### config.mk
export PLATFORM = sky130hd
export DESIGN_NAME = branch_predict_ctrl
export DESIGN_NICKNAME = d
export VERILOG_FILES = /design/src/rtl/branch_predict_ctrl.sv
export SDC_FILE = /design/constraint.sdc
export NUM_CORES = 1
export LEC_CHECK = 0
export CAP_MARGIN = 20
export CORE_MARGIN = 2
export CORE_UTILIZATION = 50
export CTS_CLUSTER_SIZE = 40
export DETAILED_ROUTE_END_ITERATION = 12
export DONT_BUFFER_PORTS = 1
export SETUP_SLACK_MARGIN = 0.2
export SYNTH_ARGS = -nofsm -noshare
export SYNTH_HDL_FRONTEND = slang
export SYNTH_SLANG_ARGS = --single-unit
### constraint.sdc
create_clock -name clk -period 12.8 [get_ports clk]
set_clock_uncertainty 0.15 [all_clocks]
set_input_delay 1.28 -clock clk [delete_from_list [all_inputs] [get_ports clk]]
set_output_delay 1.28 -clock clk [all_outputs]
set_load 0.02 [all_outputs]
### src/rtl/branch_predict_ctrl.sv
// Branch predictor: direct-mapped BTB with 2-bit saturating counters, table init sequencer,
// resolve-driven updates, mispredict redirect and saturating statistics.
`timescale 1ns/1ps
module branch_predict_ctrl #(
  parameter int WORD_SIZE = 16,
  parameter int IDX_BITS  = 4
) (
  input  logic                 clk,
  input  logic                 reset,
  input  logic                 clear,
  input  logic [WORD_SIZE-1:0] fetch_pc,
  output logic [WORD_SIZE-1:0] prediction,
  output logic                 pred_taken,
  output logic                 init_busy,
  input  logic                 res_valid,
  input  logic [WORD_SIZE-1:0] res_pc,
  input  logic                 res_taken,
  input  logic [WORD_SIZE-1:0] res_target,
  input  logic [WORD_SIZE-1:0] res_pred_next,
  output logic                 redirect_valid,
  output logic [WORD_SIZE-1:0] redirect_pc,
  output logic [WORD_SIZE-1:0] stat_branches,
  output logic [WORD_SIZE-1:0] stat_mispred
);

  // state   | meaning
  // S_INIT  | walking r_init_idx over the table, invalidating entries; IF stalls
  // S_RUN   | lookups and resolve updates active
  typedef enum logic {S_INIT, S_RUN} state_t;

  localparam int N        = 2**IDX_BITS;
  localparam int TAG_BITS = WORD_SIZE - IDX_BITS;

  state_t r_state, w_next_state;

  logic [IDX_BITS-1:0]  r_init_idx;
  logic [N-1:0]         r_valid;
  logic [1:0]           r_ctr    [N];
  logic [TAG_BITS-1:0]  r_tag    [N];
  logic [WORD_SIZE-1:0] r_target [N];

  logic                 w_run;
  logic [IDX_BITS-1:0]  w_f_idx, w_r_idx;
  logic [TAG_BITS-1:0]  w_f_tag, w_r_tag;
  logic                 w_f_hit, w_r_hit;
  logic [WORD_SIZE-1:0] w_fetch_inc, w_res_inc, w_actual_next;
  logic                 w_accept, w_update, w_write_target;

  assign w_run          = (r_state == S_RUN);
  assign w_f_idx        = fetch_pc[IDX_BITS-1:0];
  assign w_f_tag        = fetch_pc[WORD_SIZE-1:IDX_BITS];
  assign w_r_idx        = res_pc[IDX_BITS-1:0];
  assign w_r_tag        = res_pc[WORD_SIZE-1:IDX_BITS];
  assign w_f_hit        = r_valid[w_f_idx] && (r_tag[w_f_idx] == w_f_tag);
  assign w_r_hit        = r_valid[w_r_idx] && (r_tag[w_r_idx] == w_r_tag);
  assign w_fetch_inc    = fetch_pc + WORD_SIZE'(1);
  assign w_res_inc      = res_pc + WORD_SIZE'(1);
  assign w_actual_next  = res_taken ? res_target : w_res_inc;
  assign w_accept       = w_run && res_valid;
  // clear in the same cycle as a resolve drops the table write but keeps redirect/stats
  assign w_update       = w_accept && !clear;
  assign w_write_target = w_update && res_taken;

  always_ff @(posedge clk or posedge reset) begin
    if (reset) r_state <= S_INIT;
    else       r_state <= w_next_state;
  end

  always_comb begin
    w_next_state = r_state;
    case (r_state)
      S_INIT:  if (r_init_idx == IDX_BITS'(N-1)) w_next_state = S_RUN;
      S_RUN:   if (clear) w_next_state = S_INIT;
      default: w_next_state = S_INIT;
    endcase
  end

  always_comb begin
    init_busy      = 1'b1;
    pred_taken     = 1'b0;
    prediction     = w_fetch_inc;
    redirect_valid = 1'b0;
    redirect_pc    = w_res_inc;
    if (w_run) begin
      init_busy = 1'b0;
      if (w_f_hit && r_ctr[w_f_idx][1]) begin
        prediction = r_target[w_f_idx];
        pred_taken = 1'b1;
      end
      if (res_valid) begin
        redirect_valid = (w_actual_next != res_pred_next);
        redirect_pc    = w_actual_next;
      end
    end
  end

  always_ff @(posedge clk or posedge reset) begin
    if (reset) begin
      r_init_idx <= '0;
      r_valid    <= '0;
      for (int i = 0; i < N; i++) r_ctr[i] <= 2'b01;
    end else if (!w_run) begin
      r_valid[r_init_idx] <= 1'b0;
      r_ctr[r_init_idx]   <= 2'b01;
      r_init_idx          <= r_init_idx + IDX_BITS'(1);
    end else if (clear) begin
      r_init_idx <= '0;
    end else if (res_valid) begin
      if (w_r_hit) begin
        if (res_taken) begin
          if (r_ctr[w_r_idx] != 2'b11) r_ctr[w_r_idx] <= r_ctr[w_r_idx] + 2'd1;
        end else begin
          if (r_ctr[w_r_idx] != 2'b00) r_ctr[w_r_idx] <= r_ctr[w_r_idx] - 2'd1;
        end
      end else if (res_taken) begin
        r_valid[w_r_idx] <= 1'b1;
        r_ctr[w_r_idx]   <= 2'b10;
      end
    end
  end

  // Tag/target are plain storage; validity is governed by r_valid alone.
  always_ff @(posedge clk) begin
    if (w_write_target) begin
      r_tag[w_r_idx]    <= w_r_tag;
      r_target[w_r_idx] <= res_target;
    end
  end

  always_ff @(posedge clk or posedge reset) begin
    if (reset) begin
      stat_branches <= '0;
      stat_mispred  <= '0;
    end else if (w_accept) begin
      if (stat_branches != '1) stat_branches <= stat_branches + WORD_SIZE'(1);
      if (redirect_valid && (stat_mispred != '1)) stat_mispred <= stat_mispred + WORD_SIZE'(1);
    end
  end

endmodule
==> key figures <==
Layout
  – Number of diodes: 0
  – Share of post-route cells with drive strength above 1: roughly 22%
  – Area grow syn2layout: 10.2%
  – Final #Nets: 1,646
  – Finished Layout Cells: 2,283
  – Fill cells: between 3k and 4k

Routing
  – Post-route ant nets: 0
  – Vias: 15.0k
  – DR pass1 iterations: 5
  – DRC Markers: 0
  – Drt initial violations: between 1.5k and 2k
  – Routed WL: a little over 70 mm
  – Via/cell ratio: about 6.6
  – DR WL/cell: approximately 31 µm

Worst setup path
  – Critical Path RT: about 11,000 ps
  – CP max stage delay: 820 ps
  – WS Path Type: in2out
  – Startpoint types: primary input
  – Highest-delay cell along the critical path: nor3_1
  – Crit path DAT: just under 5000 ps
  – Reg-to-Reg End: r_ctr[23]$_DFFE_PP0P_
  – Crit path from: res_pc[0]
  – Delay-heaviest family, CP: simple AND/OR/NAND/NOR gates
  – Worst path cell trace: ha_1 -> nand3_1 -> nor3_1 -> and3_1 -> xnor2_1 -> or4_1 -> o31ai_1 -> o2111ai_1 -> buf_4 -> and2_1
  – Reg2Reg Launch Point: r_tag[15][0]$_DFFE_PP_
  – Largest fanout on the critical path: 82
  – Reg2Reg Depth: 9
  – Worst path bufs/invs: 1
  – Critical Path Sink Type: output pin
  – Reg2reg setup slack: 7910 ps

Global route
  – Gr ovfl total: 0
  – Pin count of the biggest net entering global routing: about 130
  – GRT Overall Usage: roughly 27%
  – First-pass GRT wire length: between 100 and 150 mm
  – Initial antenna violation count: 1
  – Vias in the first global route: 15.1k

Timing
  – Min Tclk post-route: roughly 6300 ps
  – Crit share post-route: around 50%
  – Worst-Margin Slew: just over 900 ps
  – Final setup fails: 0
  – Final hold violations: 0
  – Fin. max-slew vios: 0
  – Setup TNS: 0 ps
  – Final worst slack: 6460 ps
  – Max_slew headroom: between 30% and 40%
  – FMAX: about 0.16 GHz
  – RSZ-0062 raised after global routing: no

Logic synthesis
  – Top cell type's share of synthesized area: a little over half
  – Ys flop type: edfxtp_1
  – Count leader, synth: edfxtp_1
  – Mapped Avg Cell Area: 16.1 µm²
  – Synth Instances: ~1.6k
  – Syn Nets: ~1.7k
  – Post-synth EDFFs: around 450
  – Sequential area share after synthesis: 61.5%
  – Area leader, netlist: edfxtp_1
  – Synth warn: 0
  – Unique masters post-synth: around 70
  – Most frequent cells after synthesis: 448 x edfxtp_1, 188 x mux4_2, 88 x nand2_1
  – Netlist Area Pre-Place: about 0.025 mm²
  – Area contributors post-synth: edfxtp_1 53%, mux4_2 17%, dfrtp_1 6.8%, xnor2_1 2.6%, mux2i_1 1.9%
  – FFs w/ async S/R, synth: 15.9%
  – Yosys reg bits: around 530

Placement
  – Place WS: approximately 6600 ps
  – Placed Cells incl. Taps: between 2k and 2.5k
  – Final Wtd Congestion: 0.885
  – Port buffer count: 0
  – Detail Placement HPWL: between 40 and 50 mm

Floorplanning
  – I/O pin count: 136
  – Die H: ~230 µm
  – Core area: 0.0502 mm²
  – Die ar.: 0.0526 mm²
  – Initial Util: between 50 and 60%
  – Std cell rows: ~80
  – Die width: between 200 and 250 µm

Power
  – Power Total: 0.00411 W
  – Leakage: roughly 9.2 nW
  – VDD IR max: approximately 120 µV
  – P per Cell Area: between 100 and 150 mW/mm²

Clock tree
  – Post-CTS setup buffer count: 0
  – H-Tree Level Count: 2
  – Clock latency on the worst-skew pair: 620 ps
  – Max clock buf depth: 3
  – Resized Gates After CTS: 0
  – CTS buffer count: 57
  – TritonCTS clock tree: done
  – Clock slew at reported path FFs: approximately 60 ps
  – Clk root buf: clkbuf_16
  – Hold Buf Count CTS: 0
  – # clock sinks: 533

Hold path
  – Worst Hold Path EP: r_ctr[0]$_DFFE_PP1P_
  – Hold depth: 2
  – Hold path start: r_ctr[0]$_DFFE_PP1P_
  – Type of the worst min-delay path: reg2reg

Job
  – Reported max-cap violation count: 0

Status
  – Status: complete, no violations
## logic make-up (layout without fill, tap and decap cells)
group,after synthesis,in the layout,synth area share (%)
xor+xnor,102,102,3.52
fa+ha+maj,13,13,0.641
compound gates,202,202,5.62
buf+inv,125,159,2.17
flops,533,533,61.5
mux,261,261,19.7
simple gates,341,341,6.87
## through the flow
stage,utilization (%),cell area [µm²],hold slack (ps)
after global routing,55.7,28000,375
after detailed placement,52.0,26100,354
after CTS,55.7,28000,363
after floorplan,-,25400,313
after global placement,52.0,26100,350
final,55.7,28000,359
## layer usage
layer	wire (µm)	global-route usage (%)
met1	29100	39.0
met2	31700	40.3
met3	7430	7.86
met4	2200	8.85
met5	14	0
## worst min-delay path: cells and delay by family, from the launching register on
kind	cells	cell delay, ps
flip-flops	1	370
AO/OA/AOI/OAI	1	90
buffers and inverters	1	40
## cell type report
cell class	instances	area, µm²	area share (%)
Tap cell	672	841	3.01
Clock inverter	33	359	1.28
Sequential cell	533	15600	55.8
Timing Repair Buffer	28	208	0.743
Inverter	25	95.1	0.340
Clock buffer	73	1510	5.39
Multi-Input combinational cell	919	9350	33.4
## cells in the final DEF, fill, tap and decap left out, drive strengths merged, types with 40 or more instances in the layout
master    n
o21ai    40
mux4    188
xnor2    75
edfxtp  448
nand3    51
mux2i    49
nand2    88
clkbuf   73
nor2     65
dfrtp    69
## worst max path at each step
stage,slack (ps),cells after the start,end
2_1_floorplan,6670,10,prediction[0]
3_3_place_gp,6750,10,redirect_valid
3_5_place_dp,6550,10,redirect_valid
4_1_cts,6570,10,redirect_valid
5_1_grt,6290,10,redirect_valid
6_report,6460,10,redirect_valid
## flip-flops by register name, summed over array words and instances, names as in the netlist
name           count
r_target         256
r_ctr             32
r_init_idx         4
stat_branches     16
stat_mispred      16
r_state            1
r_valid           16
r_tag            192
## report_power, final
group | internal (W) | switching, W
Clock | 0.000973 | 0.000692
Combinational | 0.000195 | 0.000227
Sequential | 0.00195 | 0.0000759
Total | 0.00312 | 0.000995
(Power assumes the default switching activity.)
